==> src/rtl/maxnet_pkg.sv <==
// Shared constants for the MaxNet controller and datapath.
package maxnet_pkg;

    localparam int unsigned N_DEFAULT        = 4;
    localparam int unsigned MAX_ITER_DEFAULT = 64;

    // Sequencer state encoding (kept as plain constants for legacy tools)
    localparam logic [3:0] S_IDLE     = 4'd0;
    localparam logic [3:0] S_LOAD     = 4'd1;
    localparam logic [3:0] S_CLR      = 4'd2;
    localparam logic [3:0] S_ISSUE    = 4'd3;
    localparam logic [3:0] S_MAC_WAIT = 4'd4;
    localparam logic [3:0] S_WRITE    = 4'd5;
    localparam logic [3:0] S_COMMIT   = 4'd6;
    localparam logic [3:0] S_CHECK    = 4'd7;
    localparam logic [3:0] S_DONE     = 4'd8;

    // IEEE-754 single weights used by the weight buffer: 1.0 and -0.2
    localparam logic [31:0] ONE     = 32'h3F800000;
    localparam logic [31:0] NEG_EPS = 32'hBE4CCCCD;

endpackage

==> src/rtl/maxnet_winner_detect.sv <==
// Survivor analysis of the per-node "activation > 0" flags.
module maxnet_winner_detect
    import maxnet_pkg::*;
#(
    parameter int unsigned N  = N_DEFAULT,
    parameter int unsigned IW = $clog2(N)
) (
    input  logic [N-1:0]  act_nz,
    output logic          le_one,
    output logic          exactly_one,
    output logic [IW-1:0] lowest
);

    logic [IW:0] cnt;
    logic        found;

    // Popcount plus lowest-index priority encode (0 when no bit set)
    always_comb begin
        cnt    = '0;
        found  = 1'b0;
        lowest = '0;
        for (int unsigned i = 0; i < N; i++) begin
            cnt = cnt + {{IW{1'b0}}, act_nz[i]};
            if (act_nz[i] && !found) begin
                lowest = IW'(i);
                found  = 1'b1;
            end
        end
        le_one      = (cnt <= (IW+1)'(1));
        exactly_one = (cnt == (IW+1)'(1));
    end

endmodule

==> src/rtl/maxnet_controller.sv <==
// Sequencer stepping the shared MAC through W*a, ReLU write-back and commit
// for each MaxNet iteration, then testing for a single survivor.
module maxnet_controller
    import maxnet_pkg::*;
#(
    parameter int unsigned N        = N_DEFAULT,
    parameter int unsigned MAX_ITER = MAX_ITER_DEFAULT,
    parameter int unsigned IW       = $clog2(N),
    parameter int unsigned WW       = $clog2(N*N)
) (
    input  logic          clk,
    input  logic          rst_n,
    input  logic          start,
    input  logic          mac_done,
    input  logic [N-1:0]  act_nz,
    output logic          ld_in,
    output logic          acc_clr,
    output logic          mac_start,
    output logic [WW-1:0] w_sel,
    output logic [IW-1:0] a_sel,
    output logic [N-1:0]  row_wr,
    output logic          commit,
    output logic          busy,
    output logic          done,
    output logic [IW-1:0] winner,
    output logic          win_valid,
    output logic          timeout,
    output logic [7:0]    iter_cnt
);

    localparam logic [IW-1:0] LAST = IW'(N-1);

    logic [3:0]    state, nxt;
    logic [IW-1:0] row, col;
    logic          le_one, exactly_one;
    logic [IW-1:0] lowest;

    maxnet_winner_detect #(.N(N), .IW(IW)) u_detect (
        .act_nz      (act_nz),
        .le_one      (le_one),
        .exactly_one (exactly_one),
        .lowest      (lowest)
    );

    // Next-state selection; mac_done only advances out of MAC_WAIT
    always_comb begin
        nxt = state;
        case (state)
            S_IDLE:     if (start) nxt = S_LOAD;
            S_LOAD:     nxt = S_CLR;
            S_CLR:      nxt = S_ISSUE;
            S_ISSUE:    nxt = S_MAC_WAIT;
            S_MAC_WAIT: if (mac_done) nxt = (col == LAST) ? S_WRITE : S_ISSUE;
            S_WRITE:    nxt = (row == LAST) ? S_COMMIT : S_CLR;
            S_COMMIT:   nxt = S_CHECK;
            S_CHECK:    nxt = (le_one || iter_cnt == 8'(MAX_ITER)) ? S_DONE : S_CLR;
            S_DONE:     if (start) nxt = S_LOAD;
            default:    nxt = S_IDLE;
        endcase
    end

    // State, row/col/iteration counters and finish-result registers
    always_ff @(posedge clk) begin
        if (!rst_n) begin
            state     <= S_IDLE;
            row       <= '0;
            col       <= '0;
            iter_cnt  <= '0;
            winner    <= '0;
            win_valid <= 1'b0;
            timeout   <= 1'b0;
        end else begin
            state <= nxt;
            case (state)
                S_LOAD: begin
                    row       <= '0;
                    col       <= '0;
                    iter_cnt  <= '0;
                    win_valid <= 1'b0;
                    timeout   <= 1'b0;
                end
                S_CLR:      col <= '0;
                S_MAC_WAIT: if (mac_done && col != LAST) col <= col + 1'b1;
                S_WRITE:    if (row != LAST) row <= row + 1'b1;
                S_COMMIT: begin
                    row <= '0;
                    if (iter_cnt != 8'hFF) iter_cnt <= iter_cnt + 8'd1;
                end
                S_CHECK: begin
                    if (nxt == S_DONE) begin
                        winner    <= lowest;
                        win_valid <= exactly_one;
                        timeout   <= !le_one;
                    end
                end
                default: ;
            endcase
        end
    end

    // Pulses decoded from state; operand selects follow row/col directly
    always_comb begin
        ld_in     = (state == S_LOAD);
        acc_clr   = (state == S_CLR);
        mac_start = (state == S_ISSUE);
        commit    = (state == S_COMMIT);
        done      = (state == S_DONE);
        busy      = (state != S_IDLE) && (state != S_DONE);
        row_wr    = '0;
        if (state == S_WRITE) row_wr[row] = 1'b1;
        w_sel     = {row, col};
        a_sel     = col;
    end

endmodule

==> config.mk <==
export PLATFORM = sky130hd
export DESIGN_NAME = maxnet_controller
export DESIGN_NICKNAME = d
export VERILOG_FILES = /design/src/rtl/maxnet_pkg.sv /design/src/rtl/maxnet_winner_detect.sv /design/src/rtl/maxnet_controller.sv
export SDC_FILE = /design/constraint.sdc
export NUM_CORES = 1
export LEC_CHECK = 0
export BUFFER_PORTS_ARGS = -buffer_cell sky130_fd_sc_hd__buf_2
export CAP_MARGIN = 0
export CORE_UTILIZATION = 52
export DETAILED_ROUTE_END_ITERATION = 7
export GPL_TIMING_DRIVEN = 1
export PLACE_DENSITY = 0.89
export SLEW_MARGIN = 20
export SYNTH_ARGS = -nofsm -noshare
export SYNTH_HDL_FRONTEND = slang
export SYNTH_SLANG_ARGS = --single-unit
==> constraint.sdc <==
create_clock -name clk -period 2.55 [get_ports clk]
set_clock_uncertainty 0.15 [all_clocks]
set_input_delay 0.51 -clock clk [delete_from_list [all_inputs] [get_ports clk]]
set_output_delay 0.51 -clock clk [all_outputs]
set_load 0.005 [all_outputs]
* Yosys cells after proc, flatten, opt, wreduce, memory -nomap -nowiden
Index checks and enable logic that the tools add are counted.
Storage, ports and cells: bits of input ports 8, output and inout port bits 28, logic and storage cells 87, flip-flop bits (word level) 20
Operators by class: eq/ne operators 21, reduce and logical (&&, ||, !) cells 25, order comparisons 3, mux-type cells 25, $add $sub $neg 6
Operators by type and width (number):
- $pmux W4 S8 | 1
- $eq A4 B3 Y1 const B | 4
- $mux W4 | 4
- $pmux W8 S2 | 1
- $ne A2 B2 Y1 const B | 5
- $reduce_and A2 Y1 | 5
- $add A8 B1 Y8 const B | 1
- $eq A4 B2 Y1 const B | 2
- $eq A4 B4 Y1 const B | 2
- $eq A8 B7 Y1 const B | 1
- $mux W2 | 4
- $mux W8 | 1
- $ne A8 B8 Y1 const B | 1
- $pmux W2 S2 | 2
- $reduce_bool A2 Y1 | 4
- $mux W1 | 7
- $add A3 B1 Y3 | 2
- $logic_and A1 B1 Y1 | 6
- $mux W3 | 2
- $reduce_or A2 Y1 | 3
- $add A2 B1 Y2 const B | 2
- $eq A2 B2 Y1 const B | 2
- $eq A4 B1 Y1 const B | 1
- $logic_not A1 Y1 | 4
- other kinds (12) | 13

* Longest topological paths before layout
Gate-level depths: netlist (run 1).
depth in word-level cells 10, depth in mapped cells 8, depth with buffers taken out 8

* Hierarchy
From an unflattened synthesis (run 1), not the netlist that was laid out.
Unflattened totals: cells, all modules 169, area total of the unflattened synthesis 1398.8 um^2
By module, submodules not included:
- maxnet_controller | area an instance 1270.0 um^2, cells each 155, times used 1
- maxnet_winner_detect | area an instance 128.9 um^2, cells each 14, times used 1

* Worst setup path after synthesis (run 1)
No wires, ideal clock.
path kind input -> register, from in act_nz[0], to reg win_valid, setup time 117 ps, required time 2283 ps, buffers on the path 0, stages on the path 8, path slack 365 ps, arrival time 1917 ps, cells stage by stage inv_1 ha_1 fa_1 inv_1 ha_1 a21oi_1 nand2b_1 a32o_1
Between the ends: longest elaborated chain between the ends 10, elaborated cells on any way between the ends 13, classes of those cells add/sub (3); order compare (1); eq/ne (3); mux (4); reduce/logical (2)
RTL lines:
- from (decl) | line maxnet_controller.sv:15 | input logic [N-1:0] act_nz,
- $add A1 B1 Y2 (*) | line maxnet_winner_detect.sv:23 | cnt = cnt + {{IW{1'b0}}, act_nz[i]};
- $add A3 B1 Y3 (*) (2 in series) | line maxnet_winner_detect.sv:23
- $le A3 B1 Y1 | line maxnet_winner_detect.sv:29 | le_one = (cnt <= (IW+1)'(1));
- $logic_or A1 B1 Y1 | line maxnet_controller.sv:56 | S_CHECK: nxt = (le_one || iter_cnt == 8'(MAX_ITER)) ? S_DONE : S_CLR;
- $mux W4 | line maxnet_controller.sv:56
- $pmux W4 S8 | line maxnet_controller.sv:48 | case (state)
- $eq A4 B4 Y1 | line maxnet_controller.sv:90 | if (nxt == S_DONE) begin
- $ne A2 B2 Y1 (no line)
- $reduce_and A2 Y1 (no line)
- to (signal assigned) | line maxnet_controller.sv:92 | win_valid <= exactly_one;
- to (decl) | line maxnet_controller.sv:26 | output logic win_valid,
Every way passes the cells marked *; elsewhere a longest branch is shown, timed or not. The select of a mux whose other input is x is not followed. A chain may end at the register's enable or synchronous reset.

* Worst setup path in the final report (run 1)
from reg state[0], to out ld_in
Between the ends: longest elaborated chain between the ends 1
RTL lines:
- from (decl) | line maxnet_controller.sv:33 | logic [3:0] state, nxt;
- from (signal assigned) | line maxnet_controller.sv:73 | state <= nxt;
- $eq A4 B1 Y1 | line maxnet_controller.sv:103 | ld_in = (state == S_LOAD);
- to (decl) | line maxnet_controller.sv:16 | output logic ld_in,
Every way passes these cells.

==> results of run 1 <==
final cells by class:
class,instances,area share
Clock buffer,4,0.0234
Inverter,14,0.0339
Multi-Input combinational cell,117,0.547
Sequential cell,20,0.258
Tap cell,30,0.0242
Timing Repair Buffer,35,0.113
worst paths after layout:
kind              startpoint          end  cells after the start
setup / recovery    state[0]        ld_in                      3
hold / removal     winner[0]    winner[0]                      2
setup reg to reg    state[0]  iter_cnt[5]                      4
hold reg to reg    winner[0]    winner[0]                      2
logic make-up after synthesis:
logic type	share of synthesized area
and+or+nand+nor	0.284
buffers and inverters	0.0827
adders and majority gates	0.125
muxes	0.0221
DFF	0.294
xor gates and xnor gates	0.0193
AOI/OAI and AO/OA	0.173
registers in the layout, indices dropped and copies added (netlist names):
register,flops
row,2
a_sel,2
win_valid,1
state,4
winner,2
iter_cnt,8
timeout,1
metal layers:
layer | vias to the layer above | wire, µm
met5 | - | 0
met4 | 0 | 18
met3 | 3 | 110
met2 | 29 | 1210
met1 | 563 | 1260
li1 | 629 | -
cells in the final DEF (no fill, tap or decap), types with 2 or more instances in the layout:
cell type  instances
xnor2_1            2
nor3_1             3
a21oi_1            9
mux2i_1            3
nor3_2             2
nand2_1           14
and2_1             4
a2111oi_2          2
nor2_1             8
nor2b_1            4
and3_1             6
nor3b_1            2
clkbuf_4           3
a32oi_1            2
nand3_1            7
o21ai_0            5
buf_2             35
ha_1              12
nor4bb_1           2
nand3b_1           2
a32o_1             2
inv_1             14
dfxtp_1           20
a31oi_1            2
per-stage QoR:
step	total power [W]	utilization	setup slack (ns)
2_1_floorplan	0.000416	-	0.365
3_3_place_gp	0.000439	0.611	0.187
3_5_place_dp	0.000442	0.611	0.164
4_1_cts	0.000625	0.626	0.183
5_1_grt	0.000654	0.626	0.0750
6_report	0.000622	0.626	0.178
power by group:
group	switching [W]	leakage (nW)	internal, W
logic	0.0000539	0.545	0.0000457
clock network	0.0000991	0.0210	0.0000873
registers	0.0000179	0.161	0.000318
worst min-delay path, cell delays in order, from the launching register on:
cell and delay, ns:
dfxtp_1 0.33, nand2_1 0.05, mux2i_1 0.05
==> results.json, run 1 <==
{
  "status": "finished with violations",
  "violations": "DRC",
  "whs_ns": 0.321,
  "antenna_left": 0,
  "reg2reg_slack_ns": 0.57,
  "stdcell_area_mm2": 0.00155,
  "synth_area_mm2": 0.00136,
  "io_pins": 36,
  "path_delay_family": "flip-flops",
  "fin_nets": 212,
  "min_period_ns": 2.37,
  "worstMarginPinSlew_ns": 0.544,
  "grt_pass1_vias": 1019,
  "cts_resized": 0,
  "synth.yosys.seq_area_share": 0.294,
  "fp.dieH_um": 53.2,
  "hold_path_class": "register to register",
  "n_fill_cell": 239,
  "grtUsageTotal": 0.209,
  "die-area_mm2": 0.00283,
  "start_util": 0.549,
  "grt_util_met1": 0.271,
  "fp-row-count": 18,
  "finalHoldViolCount": 0,
  "ir_drop_mv": 0.317,
  "synth.most_common_cell": "dfxtp_1",
  "fin_crit_sh": 0.930,
  "holdBufCountCts": 0,
  "area_growth_pct": 13.9,
  "antenna_found_initial": 0,
  "worstPathMaxFanout": 17,
  "critical_path.max_stage_delay_ns": 0.63,
  "finalSetupTns_ns": 0,
  "via_count": 1224,
  "rsz0062_at_grt": "no",
  "synth_cell_type_count": 49,
  "gr-usage-met3": 0.0603,
  "h-tree-depth": 1,
  "avgSynthCellArea_um2": 8.46,
  "die_w_um": 53.2,
  "route.detailed.drc": 1,
  "place_hpwl_um": 1980,
  "p_per_area_mw_per_mm2": 401,
  "path_clk_slew_ns": 0.11,
  "numPortBuffers": 35,
  "crit_type": "register to output port",
  "firstDrtPassIters": 6,
  "cap_violations": 0,
  "grt_max_degree": 20,
  "crit_path_end_kind": "output port",
  "slew_violations": 0,
  "synth_flop_cell": "dfxtp_1",
  "final_layout_size_suffix_gt1_frac": 0.253,
  "grtUsageMet2": 0.323,
  "wl_um": 2600,
  "postSynthCellCount": 161,
  "cts_tree": "yes",
  "top_usage_layer": "met2",
  "crit_slowest_cell": "dfxtp_1",
  "critPathRequiredTime_ns": 1.89,
  "placed_cell_area_mm2": 0.00151,
  "clk_root_buffer_cell": "clkbuf_4",
  "gp_congestion": 0.841,
  "multi_input_area_um2": 848,
  "power.leakage_nw": 0.728,
  "synth-edff-count": 0,
  "clock_path_buffers": 2,
  "relSlewSlack": 0.632,
  "crit_arrival_ns": 1.71,
  "clk_latency_ns": 0.31,
  "synth_area_leader_cell": "dfxtp_1",
  "synth-seq-cells": 20,
  "ff_latch_area_um2": 400,
  "placed_cells": 216,
  "setup_viol": 0,
  "clock.fmax_mhz": 422,
  "cp.buffers_inverters": 2,
  "synth_common_cells": "dfxtp_1 (20), inv_1 (14), nand2_1 (14), ha_1 (12), a21oi_1 (9)",
  "syn_nets": 182,
  "cts-buffers-inserted": 3,
  "post_drt_wl_per_cell_um": 11.8,
  "ys.warnings.count": 0,
  "core-area_mm2": 0.00248,
  "fin_cells": 220,
  "grt_pass1_wl_um": 4370,
  "post_cts.repair.setup_buffers": 0,
  "cp_cell_sequence": "or4b_4 > inv_1 > buf_2",
  "critPathLaunchType": "register",
  "synthArstFlopShare": 0,
  "num_antenna_cells": 0,
  "first_iter_violations": 23,
  "vias_per_cell": 5.56,
  "cts_num_sinks": 20,
  "grt_overflow_total": 0,
  "synth_top_area_share": 0.294,
  "synth_area_leaders": "dfxtp_1 (29%), ha_1 (11%), inv_1 (3.9%), nand2_1 (3.9%), a21oi_1 (3.3%)"
}
No activity file was read; power rests on OpenSTA's default activity.
==> inputs of run 2 (changes only) <==
BUFFER_PORTS_ARGS = -buffer_cell sky130_fd_sc_hd__buf_4   (was -buffer_cell sky130_fd_sc_hd__buf_2)
==> run 2 against run 1 <==
The flow now finishes without violations. Clock power is 46% higher. Combinational power grew 13%. Final area grew 6.7%. Critical endpoint is now row_wr[1]. Largest cell class unchanged.
==> results.json, run 2 (synthesis gave the netlist of run 1 again) <==
{
  "status": "finished clean",
  "hold_path_class": "input pin to register",
  "rsz0062_at_grt": "no",
  "critPathLaunchType": "register",
  "crit_type": "register to output port",
  "slew_violations": 0,
  "area_growth_pct": 21.5,
  "clk_latency_ns": 0.33,
  "final_layout_size_suffix_gt1_frac": 0.253,
  "h-tree-depth": 1,
  "p_per_area_mw_per_mm2": 435,
  "crit_arrival_ns": 1.74,
  "gp_congestion": 0.857,
  "fp-row-count": 18,
  "ir_drop_mv": 0.388,
  "via_count": 1287,
  "cts_num_sinks": 20,
  "first_iter_violations": 57,
  "cts_resized": 0,
  "grt_max_degree": 20,
  "min_period_ns": 2.40,
  "fin_crit_sh": 0.942,
  "route.detailed.drc": 0,
  "io_pins": 36,
  "die-area_mm2": 0.00283,
  "largest_reg_flops": 8,
  "fp.dieH_um": 53.2,
  "vias_per_cell": 5.85,
  "clock_path_buffers": 2,
  "die_w_um": 53.2,
  "finalSetupTns_ns": 0,
  "core-area_mm2": 0.00248,
  "worstPathMaxFanout": 15,
  "cts_tree": "yes",
  "worstMarginPinSlew_ns": 0.556,
  "min_path_cells": 3,
  "crit_path_end_kind": "output port",
  "n_fill_cell": 205,
  "largest_register": "iter_cnt",
  "numPortBuffers": 35,
  "reg_top3": "iter_cnt x8, state x4",
  "layout_commonest_cell": "buf_4",
  "num_antenna_cells": 0,
  "cap_violations": 0,
  "clk_root_buffer_cell": "clkbuf_4",
  "cts-buffers-inserted": 3,
  "critPathRequiredTime_ns": 1.89,
  "finalHoldViolCount": 0,
  "grt_pass1_vias": 1154,
  "grt_pass1_wl_um": 4880,
  "fin_nets": 212,
  "firstDrtPassIters": 4,
  "antenna_found_initial": 0,
  "path_clk_slew_ns": 0.13,
  "post_cts.repair.setup_buffers": 0,
  "utilization": 0.668,
  "reg2reg_depth": 4,
  "layout_common_cells": "buf_4 (35), dfxtp_1 (20), inv_1 (14), nand2_1 (14), ha_1 (12)",
  "wl_um": 3080,
  "antenna_left": 0,
  "grtUsageTotal": 0.237,
  "grt_overflow_total": 0,
  "start_util": 0.549,
  "clock.fmax_mhz": 417,
  "power.leakage_nw": 0.738,
  "place_hpwl_um": 2210,
  "holdBufCountCts": 0,
  "setup_viol": 0,
  "post_drt_wl_per_cell_um": 14.0,
  "relSlewSlack": 0.625
}
run 2: path summary, 6_finish.rpt:
| check | from | endpoint | slack (ns) |
|---|---|---|---|
| worst max register to register | state[0] | iter_cnt[3] | 0.56 |
| worst min register to register | winner[0] | winner[0] | 0.33 |
| worst min-delay path | start | state[3] | 0.30 |
| worst max-delay path | state[2] | row_wr[1] | 0.15 |
run 2: per-stage QoR:
stage	hold WS [ns]	total power, W	instances	setup slack [ns]	instance area, µm²
2_1_floorplan	0.304	0.000416	161	0.365	1360
3_3_place_gp	0.305	0.000446	216	0.202	1600
3_5_place_dp	0.312	0.000453	216	0.139	1600
4_1_cts	0.304	0.000717	220	0.178	1650
5_1_grt	0.301	0.000748	220	0.0245	1650
6_report	0.301	0.000720	220	0.149	1650
run 2: critical path: stages, from the launching register on:
cell and delay (ns):
dfxtp_1 0.63, and2b_1 0.26, and3_1 0.25, and2_1 0.17
buf_4 0.12
run 2: final cells by class:
class | instances | area, µm² | share of cell area
timing repair buffer | 35 | 263 | 0.159
multi-input combinational | 117 | 848 | 0.513
tap | 30 | 37.5 | 0.0227
sequential | 20 | 400 | 0.242
clock buffer | 3 | 22.5 | 0.0136
clock inverter | 1 | 30.0 | 0.0182
inverter | 14 | 52.6 | 0.0318
run 2: power by group:
group	switching [W]	total, W	internal (W)
combinational	0.0000580	0.000113	0.0000547
clock	0.000113	0.000272	0.000159
sequential	0.0000174	0.000335	0.000318
total	0.000188	0.000720	0.000532
run 2: layer usage:
metal / GRT usage / wire length, µm / vias to the layer above
li1: - / - / 621
met1: 0.274 / 1320 / 604
met2: 0.422 / 1540 / 53
met3: 0.0345 / 160 / 9
met4: 0.114 / 59 / 0
met5: 0 / 0 / -
